## src/rtl/cam_sched_pkg.sv

```systemverilog
// Shared types and helpers for the CAM request scheduler.
package cam_sched_pkg;

  typedef enum logic [1:0] {
    IDLE       = 2'd0,
    WAIT_ISSUE = 2'd1,
    HOLD       = 2'd2
  } sched_state_t;

  localparam logic SEL_LOOKUP = 1'b0;
  localparam logic SEL_UPDATE = 1'b1;

  // Common sideband width: the wider of the two requester user fields.
  function automatic int unsigned user_width(input int unsigned a, input int unsigned b);
    return (a > b) ? a : b;
  endfunction

  // Bits needed to hold 0..max_val, never less than one.
  function automatic int unsigned cnt_width(input int unsigned max_val);
    return ($clog2(max_val + 1) < 1) ? 1 : $clog2(max_val + 1);
  endfunction

endpackage

```

## src/rtl/cam_sched_hold_ctr.sv

```systemverilog
// Post-update write-hold counter: loads, counts down to zero, busy stretches completion.
module cam_sched_hold_ctr
  import cam_sched_pkg::*;
#(
  parameter int unsigned HOLD_CYCLES = 5
)
(
  input  logic clk,
  input  logic rst_n,
  input  logic i_load,
  input  logic i_dec,
  input  logic i_busy,
  output logic o_done_c
);

  localparam int unsigned CW = cnt_width(HOLD_CYCLES);

  logic [CW-1:0] r_cnt;

  // Load has priority; decrement saturates at zero.
  always_ff @(posedge clk) begin
    if (!rst_n) begin
      r_cnt <= '0;
    end else if (i_load) begin
      r_cnt <= CW'(HOLD_CYCLES);
    end else if (i_dec && (r_cnt != '0)) begin
      r_cnt <= r_cnt - CW'(1);
    end
  end

  // Hold may end only once the count is spent and the CAM write has finished.
  assign o_done_c = (r_cnt == '0) && !i_busy;

endmodule

```

## src/rtl/cam_req_scheduler.sv

```systemverilog
// Arbitrates update and lookup requests onto the single CAM match port.
module cam_req_scheduler
  import cam_sched_pkg::*;
#(
  parameter int unsigned KEY_SIZE          = 8,
  parameter int unsigned VALUE_SIZE        = 32,
  parameter int unsigned UPDATE_USER_WIDTH = 4,
  parameter int unsigned LOOKUP_USER_WIDTH = 4,
  parameter int unsigned WRITE_HOLD_CYCLES = 5,
  parameter int unsigned STARVE_LIMIT      = 4,
  parameter int unsigned LKP_DURING_HOLD   = 1
)
(
  input  logic                                                        clk,
  input  logic                                                        rst_n,
  input  logic [KEY_SIZE-1:0]                                         upd_index,
  input  logic [VALUE_SIZE-1:0]                                       upd_data,
  input  logic [UPDATE_USER_WIDTH-1:0]                                upd_user,
  input  logic                                                        upd_valid,
  output logic                                                        upd_ready,
  input  logic [KEY_SIZE-1:0]                                         lkp_index,
  input  logic [LOOKUP_USER_WIDTH-1:0]                                lkp_user,
  input  logic                                                        lkp_valid,
  output logic                                                        lkp_ready,
  output logic [KEY_SIZE+VALUE_SIZE-1:0]                              m_dataindex,
  output logic [user_width(UPDATE_USER_WIDTH, LOOKUP_USER_WIDTH):0]   m_user,
  output logic                                                        m_select,
  output logic                                                        m_valid,
  input  logic                                                        m_ready,
  input  logic                                                        cam_write_busy,
  output logic                                                        hold_active,
  output logic                                                        starve_grant
);

  localparam int unsigned UW = user_width(UPDATE_USER_WIDTH, LOOKUP_USER_WIDTH);
  localparam int unsigned DW = KEY_SIZE + VALUE_SIZE;
  localparam int unsigned SW = cnt_width(STARVE_LIMIT);

  sched_state_t      r_state;
  logic [KEY_SIZE-1:0] r_pend_key;
  logic [SW-1:0]     r_starve_cnt;
  logic [DW-1:0]     r_m_dataindex;
  logic [UW:0]       r_m_user;
  logic              r_m_select;
  logic              r_m_valid;
  logic              r_hold_active;
  logic              r_starve_grant;

  logic              w_slot_free;
  logic              w_upd_gnt;
  logic              w_lkp_gnt;
  logic              w_starve_ovr;
  logic              w_key_conflict;
  logic              w_sel;
  logic [DW-1:0]     w_load_di;
  logic [UW:0]       w_load_user;
  logic              w_issue_upd;
  logic              w_hold_done_c;

  // Grant arbitration: lookup priority, starvation override, hold/hazard gating.
  always_comb begin
    w_slot_free    = !r_m_valid || m_ready;
    w_key_conflict = (lkp_index == r_pend_key);
    w_upd_gnt      = 1'b0;
    w_lkp_gnt      = 1'b0;
    w_starve_ovr   = 1'b0;
    if (rst_n && w_slot_free) begin
      if (r_state == IDLE) begin
        if (upd_valid && lkp_valid) begin
          if (r_starve_cnt == SW'(STARVE_LIMIT)) begin
            w_upd_gnt    = 1'b1;
            w_starve_ovr = 1'b1;
          end else begin
            w_lkp_gnt = 1'b1;
          end
        end else if (upd_valid) begin
          w_upd_gnt = 1'b1;
        end else if (lkp_valid) begin
          w_lkp_gnt = 1'b1;
        end
      end else begin
        w_lkp_gnt = lkp_valid && (LKP_DURING_HOLD != 0) && !w_key_conflict;
      end
    end
  end

  // Payload for the output register from whichever side was granted.
  always_comb begin
    w_sel       = w_upd_gnt ? SEL_UPDATE : SEL_LOOKUP;
    w_load_di   = w_upd_gnt ? {upd_data, upd_index} : {{VALUE_SIZE{1'b0}}, lkp_index};
    w_load_user = w_upd_gnt ? {w_sel, UW'(upd_user)} : {w_sel, UW'(lkp_user)};
  end

  assign w_issue_upd = (r_state == WAIT_ISSUE) && r_m_valid && m_ready && r_m_select;

  cam_sched_hold_ctr #(
    .HOLD_CYCLES (WRITE_HOLD_CYCLES)
  ) u_hold_ctr (
    .clk      (clk),
    .rst_n    (rst_n),
    .i_load   (w_issue_upd),
    .i_dec    (r_state == HOLD),
    .i_busy   (cam_write_busy),
    .o_done_c (w_hold_done_c)
  );

  // Output stage, sequencing FSM and starvation counter.
  always_ff @(posedge clk) begin
    if (!rst_n) begin
      r_state        <= IDLE;
      r_pend_key     <= '0;
      r_starve_cnt   <= '0;
      r_m_dataindex  <= '0;
      r_m_user       <= '0;
      r_m_select     <= 1'b0;
      r_m_valid      <= 1'b0;
      r_hold_active  <= 1'b0;
      r_starve_grant <= 1'b0;
    end else begin
      r_starve_grant <= w_upd_gnt && w_starve_ovr;

      if (w_upd_gnt || w_lkp_gnt) begin
        r_m_valid     <= 1'b1;
        r_m_select    <= w_sel;
        r_m_dataindex <= w_load_di;
        r_m_user      <= w_load_user;
      end else if (m_ready) begin
        r_m_valid <= 1'b0;
      end

      if (w_upd_gnt || !upd_valid) begin
        r_starve_cnt <= '0;
      end else if (w_lkp_gnt && (r_state == IDLE) && (r_starve_cnt != SW'(STARVE_LIMIT))) begin
        r_starve_cnt <= r_starve_cnt + SW'(1);
      end

      case (r_state)
        IDLE: begin
          if (w_upd_gnt) begin
            r_state    <= WAIT_ISSUE;
            r_pend_key <= upd_index;
          end
        end
        WAIT_ISSUE: begin
          if (w_issue_upd) begin
            r_state       <= HOLD;
            r_hold_active <= 1'b1;
          end
        end
        HOLD: begin
          if (w_hold_done_c) begin
            r_state       <= IDLE;
            r_hold_active <= 1'b0;
          end
        end
        default: begin
          r_state       <= IDLE;
          r_hold_active <= 1'b0;
        end
      endcase
    end
  end

  assign upd_ready    = w_upd_gnt;
  assign lkp_ready    = w_lkp_gnt;
  assign m_dataindex  = r_m_dataindex;
  assign m_user       = r_m_user;
  assign m_select     = r_m_select;
  assign m_valid      = r_m_valid;
  assign hold_active  = r_hold_active;
  assign starve_grant = r_starve_grant;

endmodule
```

## config.mk

```make
export PLATFORM = sky130hd
export DESIGN_NAME = cam_req_scheduler
export DESIGN_NICKNAME = d
export VERILOG_FILES = /design/src/rtl/cam_sched_pkg.sv /design/src/rtl/cam_sched_hold_ctr.sv /design/src/rtl/cam_req_scheduler.sv
export SDC_FILE = /design/constraint.sdc
export NUM_CORES = 1
export LEC_CHECK = 0
export CORE_ASPECT_RATIO = 1.5
export CORE_MARGIN = 4
export CORE_UTILIZATION = 30
export DETAILED_ROUTE_END_ITERATION = 16
export SKIP_CTS_REPAIR_TIMING = 1
export SYNTH_ARGS = -nofsm -noshare
export SYNTH_HDL_FRONTEND = slang
export SYNTH_SLANG_ARGS = --single-unit
```

## constraint.sdc

```tcl
create_clock -name clk -period 3.5 [get_ports clk]
set_input_delay 0.7 -clock clk [delete_from_list [all_inputs] [get_ports clk]]
set_output_delay 0.7 -clock clk [all_outputs]
set_load 0.05 [all_outputs]
```

* Yosys cells after proc, flatten, opt, wreduce, memory -nomap -nowiden
Cells that the tools add are included.
** Cells by class
- Add/subtract/negate cells :: 2
- Equal/unequal tests :: 8
- Muxes and demuxes :: 28
- Bitwise operators :: 2
- Reductions and logical operators :: 28
** Operators with widths (number)
- $mux W40 :: 1
- $mux W1 :: 19
- $logic_and A1 B1 Y1 :: 11
- $eq A8 B8 Y1 :: 1
- $mux W2 :: 3
- $mux W3 :: 2
- $pmux W2 S3 :: 1
- $reduce_and A3 Y1 :: 2
- $logic_not A1 Y1 :: 4
- $mux W4 :: 1
- $ne A2 B2 Y1 const B :: 2
- $reduce_bool A2 Y1 :: 2
- $reduce_or A2 Y1 :: 2
- $add A3 B1 Y3 const B :: 1
- $eq A3 B3 Y1 const B :: 1
- $logic_not A3 Y1 :: 1
- $logic_or A1 B1 Y1 :: 3
- $ne A3 B3 Y1 const B :: 1
- $pmux W1 S3 :: 1
- $reduce_bool A3 Y1 :: 1
- $sub A3 B1 Y3 const B :: 1
- $eq A2 B1 Y1 const B :: 1
- $eq A2 B2 Y1 const B :: 1
- $logic_not A2 Y1 :: 1
- other kinds (3) :: 4
** Word-level totals
- Register bits :: 65
- Input bits :: 62
- Logic and storage cells :: 79

* Longest topological paths before layout
Gate-level depths: netlist (run 1).
- Depth in word-level cells :: 7
- Depth in mapped cells :: 10
- Gate-level depth less buffers :: 8

* Hierarchy
From an unflattened synthesis (run 1), not the netlist that was laid out.
** Second synthesis, totals
- Cells, all modules :: 302
- Area, all modules :: 2782.7 µm²
** Modules (own cells, without submodules)
- cam_req_scheduler :: instances 1, cells each 284, area each 2595.0 µm², sequential area each 1221.2 µm²
- cam_sched_hold_ctr :: instances 1, cells each 18, area each 187.7 µm², sequential area each 60.1 µm²

* Worst setup path after synthesis (run 1)
No wires, ideal clock.
- Kind :: input port to output port
- From :: input port m_ready
- To :: output port lkp_ready
- Arrival time :: 2.035 ns
- Setup slack :: 0.765 ns
- Cell stages on the path :: 5
- Buffers on the path :: 1
- Cell sequence :: nand2b_2 -> nand3_1 -> or2_1 -> buf_2 -> nor2_1
** Between the ends
- Word-level cells in the longest chain between the ends :: 3
** RTL lines
- start, declared :: line cam_req_scheduler.sv:29 : input logic m_ready,
- $logic_or A1 B1 Y1 :: line cam_req_scheduler.sv:62 : w_slot_free = !r_m_valid || m_ready;
- $logic_and A1 B1 Y1 :: line cam_req_scheduler.sv:67 : if (rst_n && w_slot_free) begin
- $mux W1 :: line cam_req_scheduler.sv:67
- end, declared :: line cam_req_scheduler.sv:24 : output logic lkp_ready,
No other way between the ends.

* Worst setup path after layout (run 1)
Ends and elaborated chain as after synthesis.

==> flow_summary.toml, run 1 <==
[yosys]
yosysSeqAreaShare_pct = 42.4
synthFlopType = "dfxtp_1"
ys_async_sr_fraction_pct = 0
syn_nets = 408
synth_edf_count = 0
ys_warn_count = 0
syn-instance-count = 342
ys_ff_latch = 64
syn_area_per_cell_um2 = 8.83
yosysUniqueCellTypes = 34
synth_area_mm2 = 0.00302

[status]
status = "completed"

[routing]
drt_iter0_drc = 90
wl_met3_um = 439
post_drt_wl_per_cell_um = 16.1
vias_per_cell = 5.15
routed_wl_um = 8990
met1_length_um = 3770
drc = 0
antenna_left = 0
dr.pass1.iters = 5
routed.top_layer = "met4"
vias = 2884
met2WireLength_um = 4590

[timing]
fin_crit_ns = 2.90
hold_violations = 0
holdWs_ns = 0.478
skew_ns = 0.00698
slew_violations = 0
clock.fmax_mhz = 345
timing.final.crit_share_pct = 82.8
worst_pin_slew_ns = 0.707
setup_viol = 0
slew_headroom_pct = 52.7
grt_setup_unrepaired = "no"
setup_tns_ns = 0

[place]
gp_congestion = 0.719
dp_hpwl_um = 5980
placed_cell_area_mm2 = 0.00420
port_buffers = 112
placedCellCount = 546

[critical_path]
crit_path_max_incr_delay_ns = 0.47
cp-start-kind = "input port"
cp_max_fo = 6
setup.worst_path.class = "input port to output pin"
r2r_setup_slack_ns = 1.44
crit_family = "simple AND/OR/NAND/NOR gates"
arrival_ns = 2.20
crit_path_cell_trace = "clkdlybuf4s50_1, nand2b_2, nand3_1, or2_2, nor2_1, buf_12"
critPathSlowestCell = "clkdlybuf4s50_1"
cp-end-kind = "output pin"
cp.required_ns = 2.80
cp_num_buf_inv = 2

[finish]
layout_common_cells = "109 x clkdlybuf4s50_1, 64 x dfxtp_1, 52 x nand2_1"
final_common_cell = "clkdlybuf4s50_1"
finalInstanceArea_mm2 = 0.00445
layout.nets = 508
diodes = 0
final_util_pct = 45.7
n_fill_cell = 964
finalNonFillerCells = 560
areaGrowthSynthToFinish_pct = 47.4
drive_above_1_share_pct = 6.29

[floorplanning]
num_rows = 44
ioPinCount = 113
start_util_pct = 31.0
dieArea_mm2 = 0.0118
die_y_um = 131
dieWidth_um = 89.9
core_mm2 = 0.00974

[hold_path]
hold_path.class = "flop to flop"

[flow_run]
maxCapViolations = 0

[cts]
cts.sinks = 64
clk_pin_slew_ns = 0.05
cts_max_level = 3
cts_tree = "yes"
insertion_delay_ns = 0.33
root_buffer = "clkbuf_16"
clockBufferDepth = 2
cts_made_buffers = 9

[grt]
grt_pass1_vias = 2738
grt_pass1_wl_um = 13900
grt_start_max_net_pins = 65
antenna_found_initial = 0
grt_overflow_total = 0
grt_use_total_pct = 15.1

[power_and_ir_drop]
p_per_area_mw_per_mm2 = 432
peakVddDrop_mv = 0.227
leakage_nw = 1.53
-- flip-flops by register name, indices dropped and copies added (netlist names) --
signal	flops
hold_active	1
m_dataindex	40
m_user	5
m_valid	1
r_pend_key	8
r_starve_cnt	3
r_state	2
starve_grant	1
u_hold_ctr.r_cnt	3
-- where the power goes --
part           total [mW]  switching, mW  internal (mW)
Clock               0.794          0.305          0.490
Combinational       0.349          0.195          0.155
Sequential          0.781         0.0207          0.760
Total                1.92          0.520           1.40
-- metrics by stage --
step                      setup WS [ns]  power, mW
after global routing              0.563       2.00
after detailed placement          0.604       1.15
after CTS                         0.604       1.95
final                             0.601       1.92
after global placement            0.600       1.14
after floorplan                   0.765      0.992
-- area by class of cell --
type                            count  area (µm²)  area share, %
Clock buffer                       13         250           5.62
Clock inverter                      1        5.00          0.112
Inverter                           10        37.5          0.843
Multi-Input combinational cell    237        1540           34.5
Sequential cell                    64        1280           28.8
Tap cell                          115         144           3.23
Timing Repair Buffer              120        1200           26.9
-- Yosys cell counts, types with 2 or more instances --
cell type | instances | area [µm²]
a21oi_1 | 25 | 125
nand2_1 | 52 | 195
o211ai_1 | 32 | 240
buf_1 | 2 | 7.51
a21boi_1 | 33 | 248
a21boi_0 | 12 | 90.1
nor3b_1 | 12 | 90.1
nor2_1 | 7 | 26.3
dfxtp_1 | 64 | 1280
clkbuf_1 | 8 | 30.0
and3b_1 | 2 | 17.5
inv_1 | 9 | 33.8
buf_4 | 5 | 37.5
mux2i_1 | 13 | 130
nand3_1 | 3 | 15.0
xnor2_1 | 10 | 87.6
nand4_1 | 4 | 25.0
buf_2 | 15 | 75.1
xor2_1 | 2 | 17.5
o21ai_0 | 15 | 75.1
ha_1 | 4 | 50.1
-- per-layer routing --
layer	vias to the layer above	global-route usage (%)
met5	-	0
met4	0	7.57
met3	16	3.38
met2	95	27.1
met1	1372	16.9
li1	1401	-
-- logic make-up after synthesis --
logic type	count (synthesis)	share of synthesized area, %
simple gates	87	14.2
flops	64	42.4
buf+inv	41	6.88
fa+ha+maj	4	1.66
compound gates	121	27.1
xor+xnor	12	3.48
mux	13	4.31
-- worst paths after layout --
kind	from	to	cells after the start
setup / recovery	m_ready	lkp_ready	6
hold / removal	r_pend_key[2]$_SDFFE_PN0P_	r_pend_key[2]$_SDFFE_PN0P_	2
setup reg to reg	r_starve_cnt[0]$_SDFFE_PP0P_	r_starve_cnt[1]$_SDFFE_PP0P_	7
hold reg to reg	r_pend_key[2]$_SDFFE_PN0P_	r_pend_key[2]$_SDFFE_PN0P_	2
-- worst reg2reg max path, cell delays in order, from the launching register on --
cell and delay (ns):
dfxtp_1 0.33, inv_1 0.07, ha_1 0.22, a21boi_1 0.24, and3b_1 0.22, nand2_1 0.52, nand3_1 0.25, nor2_1 0.15
(Power assumes the default switching activity.)
==> run 2: changes to the inputs <==
==> constraint.sdc (replaced) <==
create_clock -name clk -period 2.8 [get_ports clk]
set_input_delay 0.56 -clock clk [delete_from_list [all_inputs] [get_ports clk]]
set_output_delay 0.56 -clock clk [all_outputs]
set_load 0.05 [all_outputs]
==> run 2 against run 1 <==
  * Global-route usage rose by 0.25 points
  * Flip-flop and latch count did not move
  * Largest power group unchanged
  * First-iteration DRC count rose by 62%
  * Register-to-register slack got worse by 0.62 ns
==> flow_summary.toml, run 2 (synthesis gave the netlist of run 1 again) <==
[status]
status = "completed"

[place]
placed_cell_area_mm2 = 0.00421
port_buffers = 112
gp_congestion = 0.716
placedCellCount = 548
dp_hpwl_um = 5960
pre_cts_slack_ns = 0.0587

[routing]
vias_per_cell = 4.95
drc = 0
vias = 2791
routed_wl_um = 8870
drt_iter0_drc = 146
antenna_left = 0
post_drt_wl_per_cell_um = 15.7
dr.pass1.iters = 5

[power_and_ir_drop]
peakVddDrop_mv = 0.288
leakage_nw = 1.56
power.total_mw = 2.54
p_per_area_mw_per_mm2 = 564

[timing]
hold_violations = 0
setup_viol = 0
worst_pin_slew_ns = 0.591
holdWs_ns = 0.479
setup_ws_ns = 0.196
slew_headroom_pct = 60.6
setup_tns_ns = 0
timing.final.crit_share_pct = 93.0
slew_violations = 0
grt_setup_unrepaired = "no"
skew_ns = 0.00374
fin_crit_ns = 2.60
clock.fmax_mhz = 384

[floorplanning]
die_y_um = 131
start_util_pct = 31.0
core_mm2 = 0.00974
num_rows = 44
ioPinCount = 113
dieWidth_um = 89.9
dieArea_mm2 = 0.0118

[cts]
cts_made_buffers = 9
cts.sinks = 64
clockBufferDepth = 2
root_buffer = "clkbuf_16"
cts_tree = "yes"
insertion_delay_ns = 0.33
clk_pin_slew_ns = 0.05
cts_max_level = 3

[grt]
grt_overflow_total = 0
grt_pass1_wl_um = 14200
grt_use_total_pct = 15.3
grt_start_max_net_pins = 65
grt_pass1_vias = 2824
antenna_found_initial = 0

[hold_path]
hold_path.class = "flop to flop"

[finish]
finalInstanceArea_mm2 = 0.00451
largest_register_ffs = 40
final_util_pct = 46.3
layout.nets = 510
drive_above_1_share_pct = 7.35
final_common_cell = "clkdlybuf4s50_1"
areaGrowthSynthToFinish_pct = 49.4
layout_common_cells = "109 x clkdlybuf4s50_1, 64 x dfxtp_1, 52 x nand2_1"
diodes = 0
finalNonFillerCells = 564

[critical_path]
r2r_setup_slack_ns = 0.82
setup.worst_path.class = "input port to output pin"
cp-start-kind = "input port"
cp_max_fo = 3
arrival_ns = 2.04
cp.required_ns = 2.24
cp-end-kind = "output pin"

[flow_run]
maxCapViolations = 0
-- run 2: cell types whose count changed in the layout (fill, tap and decap cells not counted), sizes merged --
cell | before | now
buf | 11 | 13
bufinv | 0 | 1
clkinv | 1 | 2
-- run 2: layer usage --
metal | track usage [%] | vias up | part of all wire (%)
met2 | 27.7 | 83 | 51
met1 | 17.3 | 1286 | 42
li1 | - | 1407 | -
met5 | 0 | - | 0
met4 | 8.30 | 0 | 2.6
met3 | 2.69 | 15 | 4.6
-- run 2: final cells by class --
cell class                      count  area [µm²]
Fill cell                         940        5230
Multi-Input combinational cell    237        1540
Sequential cell                    64        1280
Timing Repair Buffer              122        1210
Clock buffer                       13         260
Tap cell                          115         144
Clock inverter                      3        40.0
Inverter                           10        37.5
-- run 2: report_power, final --
group / internal, mW / switching (mW) / leakage [nW]
Sequential: 0.950 / 0.0257 / 0.521
Clock: 0.735 / 0.393 / 0.150
Combinational: 0.196 / 0.245 / 0.893
-- run 2: path summary, 6_finish.rpt --
check,startpoint,to,depth (start not counted)
max reg2reg,r_pend_key[7]$_SDFFE_PN0P_,m_user[3]$_SDFFE_PN0P_,6
max,lkp_index[7],lkp_ready,7
min,r_pend_key[2]$_SDFFE_PN0P_,r_pend_key[2]$_SDFFE_PN0P_,2
min reg2reg,r_pend_key[2]$_SDFFE_PN0P_,r_pend_key[2]$_SDFFE_PN0P_,2
-- run 2: critical path: stages --
cell and delay (ns):
clkdlybuf4s50_1 0.50, xnor2_1 0.13, nand3_1 0.14, nor4_2 0.34, nor2_1 0.08, buf_4 0.15
buf_12 0.14
